===== src/rtl/lane_grid_drawer.sv =====
// rtl/lane_grid_drawer.sv - 8x4 falling-note grid: shifts one row per beat and redraws it as 8x8 pixel cells.
module lane_grid_drawer #(
    parameter int BEAT_CYCLES = 12500000,
    parameter int X0          = 64,
    parameter int Y0          = 8
) (
    input  logic       clock,
    input  logic       reset,
    input  logic       shiftSong,
    input  logic       beatIncremented,
    input  logic [3:0] noteRow,
    output logic       readyForSong,
    output logic [7:0] x,
    output logic [6:0] y,
    output logic [2:0] colour,
    output logic       plot,
    output logic [3:0] noteNow,
    output logic       busy
);

    typedef enum logic [2:0] {
        S_IDLE,
        S_SHIFT,
        S_DRAW,
        S_WAITBEAT,
        S_READY
    } state_t;

    localparam logic [23:0] TIMER_MAX = 24'(BEAT_CYCLES - 1);

    state_t           r_state;
    logic [7:0][3:0]  r_grid;
    logic [3:0]       r_note;
    logic [23:0]      r_timer;
    logic [11:0]      r_pix;

    logic [7:0][3:0]  w_shifted;
    logic [7:0][3:0]  w_src;
    logic             w_cell;
    logic [7:0]       w_x;
    logic [6:0]       w_y;
    logic [2:0]       w_colour;

    // Pixel index bits: [10:8]=row, [7:6]=lane, [5:3]=py, [2:0]=px.
    // The SHIFT cycle emits pixel 0, so it must read the grid as it will be after the shift.
    assign w_shifted = {r_grid[6:0], r_note};
    assign w_src     = (r_state == S_SHIFT) ? w_shifted : r_grid;
    assign w_cell    = w_src[r_pix[10:8]][r_pix[7:6]];
    assign w_x       = 8'(X0) + {3'b000, r_pix[7:6], r_pix[2:0]};
    assign w_y       = 7'(Y0) + {1'b0, r_pix[10:8], r_pix[5:3]};

    always_comb begin
        w_colour = 3'b000;
        if (w_cell) begin
            case (r_pix[7:6])
                2'd0:    w_colour = 3'b100;
                2'd1:    w_colour = 3'b010;
                2'd2:    w_colour = 3'b001;
                default: w_colour = 3'b110;
            endcase
        end
    end

    assign noteNow = r_grid[7];
    assign busy    = (r_state != S_IDLE);

    always_ff @(posedge clock) begin
        if (reset) begin
            r_state      <= S_IDLE;
            r_grid       <= '0;
            r_note       <= '0;
            r_timer      <= '0;
            r_pix        <= '0;
            x            <= '0;
            y            <= '0;
            colour       <= '0;
            plot         <= 1'b0;
            readyForSong <= 1'b0;
        end else begin
            plot         <= 1'b0;
            readyForSong <= 1'b0;
            if (r_timer != TIMER_MAX)
                r_timer <= r_timer + 24'd1;

            case (r_state)
                S_IDLE: begin
                    if (shiftSong) begin
                        r_grid <= '0;
                    end else if (beatIncremented) begin
                        r_note  <= noteRow;
                        r_timer <= '0;
                        r_pix   <= '0;
                        r_state <= S_SHIFT;
                    end
                end
                S_SHIFT: begin
                    r_grid  <= w_shifted;
                    x       <= w_x;
                    y       <= w_y;
                    colour  <= w_colour;
                    plot    <= 1'b1;
                    r_pix   <= 12'd1;
                    r_state <= S_DRAW;
                end
                S_DRAW: begin
                    if (r_pix[11]) begin
                        r_state <= S_WAITBEAT;
                    end else begin
                        x      <= w_x;
                        y      <= w_y;
                        colour <= w_colour;
                        plot   <= 1'b1;
                        r_pix  <= r_pix + 12'd1;
                    end
                end
                S_WAITBEAT: begin
                    if (r_timer == TIMER_MAX) begin
                        readyForSong <= 1'b1;
                        r_state      <= S_READY;
                    end
                end
                S_READY: begin
                    r_state <= S_IDLE;
                end
                default: begin
                    r_state <= S_IDLE;
                end
            endcase
        end
    end

endmodule


===== config.mk =====
export PLATFORM = sky130hd
export DESIGN_NAME = lane_grid_drawer
export DESIGN_NICKNAME = d
export VERILOG_FILES = /design/src/rtl/lane_grid_drawer.sv
export SDC_FILE = /design/constraint.sdc
export NUM_CORES = 1
export LEC_CHECK = 0
export CAP_MARGIN = 10
export CORE_ASPECT_RATIO = 0.75
export CORE_MARGIN = 4
export CORE_UTILIZATION = 40
export DETAILED_ROUTE_END_ITERATION = 16
export DONT_BUFFER_PORTS = 1
export PLACE_DENSITY = 0.64
export SLEW_MARGIN = 25
export SYNTH_ARGS = -nofsm -noshare
export SYNTH_HDL_FRONTEND = slang
export SYNTH_SLANG_ARGS = --single-unit

===== constraint.sdc =====
create_clock -name clock -period 2.64 [get_ports clock]
set_clock_uncertainty 0.15 [all_clocks]
set_input_delay 0.66 -clock clock [delete_from_list [all_inputs] [get_ports clock]]
set_output_delay 0.66 -clock clock [all_outputs]
set_load 0.1 [all_outputs]

==> impl_metrics.tcl <==
set metrics [dict create \
    yosysMostFrequentCell "sky130_fd_sc_hd__dfxtp_1" \
    reg2regPathDepth 9 \
    min_period_over_period 0.988 \
    drt_drc_violations_left 0 \
    worstHoldPathType "primary input to register" \
    fillerInstances 994 \
    critical_path.max_stage_delay_ns 0.37 \
    die_area_mm2 0.0124 \
    synth_largest_area_cell "sky130_fd_sc_hd__dfxtp_1" \
    cts_tree "built" \
    synth_sequential_area_ratio 0.435 \
    worst_pin_slew_ns 0.762 \
    slowest_stage "sky130_fd_sc_hd__a2111oi_2" \
    max_slew_margin 0.491 \
    dr.first_iter.drc_count 251 \
    ys_top_cells_by_count "sky130_fd_sc_hd__dfxtp_1 (93), sky130_fd_sc_hd__nand2_1 (88), sky130_fd_sc_hd__nor2_1 (67), sky130_fd_sc_hd__a21oi_1 (54), sky130_fd_sc_hd__clkbuf_1 (23)" \
    finalCoreUtilization 0.488 \
    p_seq_frac 0.419 \
    first_global_vias 3386 \
    ios 33 \
    drive_gt1_frac 0.159 \
    flow.area_growth_from_synthesis_pct 18.1 \
    p_switching_mw 1.07 \
    synth_area_per_cell_um2 8.33 \
    period_needed_ns 2.61 \
    worstSkewPairLatency_ns 0.35 \
    final-max-slew-violation-count 0 \
    crit_path_cell_trace "nor3b_4 > buf_6 > clkbuf_16 > buf_4 > mux2i_1 > a211oi_1 > a2111oi_2 > o41ai_4 > a32o_1" \
    r2r-start "r_state[2]" \
    fp.coreArea_mm2 0.0104 \
    yosys.cell_types.count 52 \
    avgViaCountPerCell 5.40 \
    hold_viol_final 0 \
    powerDensity_mw_per_mm2 693 \
    grt_remaining_overflow 0 \
    ir_worst_vdd_uv 464 \
    grt_first_pass_wirelength_um 16800 \
    critical_path.startpoint "r_state[2]" \
    finalWeightedCongestion 0.819 \
    initial_core_utilization 0.413 \
    ff_latch_area_mm2 0.00187 \
    netlist_area_mm2 0.00428 \
    ys.flop_type "sky130_fd_sc_hd__dfxtp_1" \
    ys.warnings.count 0 \
    dr_total_vias 3685 \
    number_of_nets_in_the_finished_design 558 \
    drt-wirelength-per-cell_um 15.1 \
    multi_input_comb_area_mm2 0.00224 \
    crit_path_max_fanout 15 \
    yosys_register_bits 93 \
    port_buffers 0 \
    timing.setup.critical_path_class "register to register" \
    cts-root-buf "sky130_fd_sc_hd__clkbuf_16" \
    max-cap-violations 0 \
    drt-pass1-iter-count 4 \
    leakagePower_nw 1.87 \
    clkSlewWorstSetupHoldPaths_ns 0.06 \
    post_detailed_placement_half_perimeter_wirelength_um 6930 \
    netlist_instances 514 \
    insertedDiodeCount 0 \
    hold_path_startpoint "reset" \
    netlist_top_cells_area "sky130_fd_sc_hd__dfxtp_1 (43%), sky130_fd_sc_hd__nand2_1 (7.7%), sky130_fd_sc_hd__a21oi_1 (6.3%)" \
    comb_power_share 0.210 \
    synth_enable_flop_cells 0 \
    largest_net_degree_at_the_start_of_global_routing 42 \
    cts_buffers 9 \
    antenna_found_initial 0 \
    horiz_die_dim_um 127 \
    clock_power_share 0.370 \
    drt_wl_total_um 10300 \
    timing.critical_path.from_type "register" \
    worst_path_arrival_ns 2.70 \
    clock_tree.buffer_depth 2 \
    power.internal_mw 2.44 \
    endpoint_kind "register" \
    total_power_after_layout_mw 3.51 \
    switching_share_of_total_power 0.304 \
    clock.fmax_mhz 383 \
    grt.total_usage 0.164 \
    data_required_time_of_the_worst_path_ns 2.73 \
    status "completed" \
    final_antenna_net_count 0 \
    report.final.setup_viol 0 \
    ys_async_rst_share 0 \
    yosysTopAreaCellShare 0.435 \
    hold_path_depth 1 \
    numClockSinks 93 \
    placementRows 32 \
    die_height_um 97.6 \
    h-tree-depth 3 \
]
==> critical path, delay by kind of cell (launching register included) <==
family / cells / cell delay, ns
AO/OA/AOI/OAI: 4 / 0.94
buffers and inverters: 3 / 0.50
flip-flops: 1 / 0.36
multiplexers: 1 / 0.25
AND/OR/NAND/NOR: 1 / 0.30
==> metrics by stage <==
stage / area (um^2) / setup WS [ns] / hold slack [ns] / cells / setup TNS (ns)
2_1_floorplan: 4290 / 0.250 / 0.286 / 515 / 0
3_3_place_gp: 4620 / 0.137 / 0.291 / 661 / 0
3_5_place_dp: 4620 / 0.0661 / 0.295 / 661 / 0
4_1_cts: 4920 / 0.0481 / 0.221 / 676 / 0
5_1_grt: 5060 / -0.113 / 0.214 / 683 / -0.251
6_report: 5060 / 0.0317 / 0.233 / 683 / 0
==> worst paths after layout <==
path	end	slack (ns)
worst min register to register	x[4]	0.30
worst max-delay path	colour[0]	0.03
worst min-delay path	r_note[1]	0.23
worst max register to register	colour[0]	0.03
==> area by class of cell <==
| type | instances | area share |
|---|---|---|
| Inverter | 9 | 0.00668 |
| Clock buffer | 10 | 0.0473 |
| Clock inverter | 5 | 0.0119 |
| Timing Repair Buffer | 53 | 0.0888 |
| Multi-Input combinational cell | 377 | 0.442 |
| Sequential cell | 93 | 0.369 |
| Tap cell | 136 | 0.0336 |
==> power by group through the flow <==
stage	sequential, mW	clock [mW]	combinational (mW)
after floorplan	1.61	0	0.384
after global placement	1.50	0	0.651
after detailed placement	1.50	0	0.656
after CTS	1.47	1.33	0.660
after global routing	1.47	1.39	0.790
final	1.47	1.30	0.738
==> layout by cell type (no fill, tap or decap), types with 3 or more instances in the layout <==
cell type,n
sky130_fd_sc_hd__a31oi_1,5
sky130_fd_sc_hd__ha_1,7
sky130_fd_sc_hd__clkbuf_16,11
sky130_fd_sc_hd__nor2_1,67
sky130_fd_sc_hd__nand4_1,9
sky130_fd_sc_hd__inv_1,9
sky130_fd_sc_hd__nor2b_1,6
sky130_fd_sc_hd__mux4_2,6
sky130_fd_sc_hd__nand2_1,88
sky130_fd_sc_hd__o21ai_0,9
sky130_fd_sc_hd__and4_1,4
sky130_fd_sc_hd__a22oi_1,9
sky130_fd_sc_hd__a211oi_1,3
sky130_fd_sc_hd__a21o_1,3
sky130_fd_sc_hd__xor2_1,14
sky130_fd_sc_hd__or3_1,3
sky130_fd_sc_hd__nand3_1,15
sky130_fd_sc_hd__a21oi_1,54
sky130_fd_sc_hd__buf_4,49
sky130_fd_sc_hd__a32oi_1,3
sky130_fd_sc_hd__nor4_1,3
sky130_fd_sc_hd__xnor2_1,11
sky130_fd_sc_hd__and3_1,9
sky130_fd_sc_hd__mux2i_1,6
sky130_fd_sc_hd__dfxtp_1,90
sky130_fd_sc_hd__nor3_1,12
==> cell families (layout without fill, tap and decap cells) <==
| group | after synthesis | in the layout | share of synthesized area |
|---|---|---|---|
| AO/OA/AOI/OAI | 100 | 100 | 0.143 |
| other | 1 | 2 | 0.000876 |
| multiplexers | 13 | 13 | 0.0482 |
| AND/OR/NAND/NOR | 230 | 230 | 0.249 |
| buffers and inverters | 45 | 77 | 0.0526 |
| flip-flops | 93 | 93 | 0.435 |
| XOR/XNOR | 25 | 25 | 0.0511 |
| adder cells (fa/ha/maj) | 7 | 7 | 0.0204 |
==> what timing repair did <==
item / in CTS / in global routing
setup buffers: 0 / 6
endpoints found under the setup margin: 0 / 2
hold buffers: 0 / 0
resized for setup: 0 / 11
==> flip-flops by register name, indices dropped and copies added, names as in the netlist <==
name and cells:
colour 3, noteNow 4, plot 1, r_grid 28, r_note 4, r_pix 12
r_state 3, r_timer 24, readyForSong 1, x 6, y 7
==> layer usage <==
metal	wire length, um	track usage	vias up
met4	193	0.0511	0
met2	4250	0.230	95
met3	618	0.0462	17
met1	5240	0.242	1742
met5	0	0	-
li1	-	-	1831
Note: power is estimated with default switching activity, not from simulation.
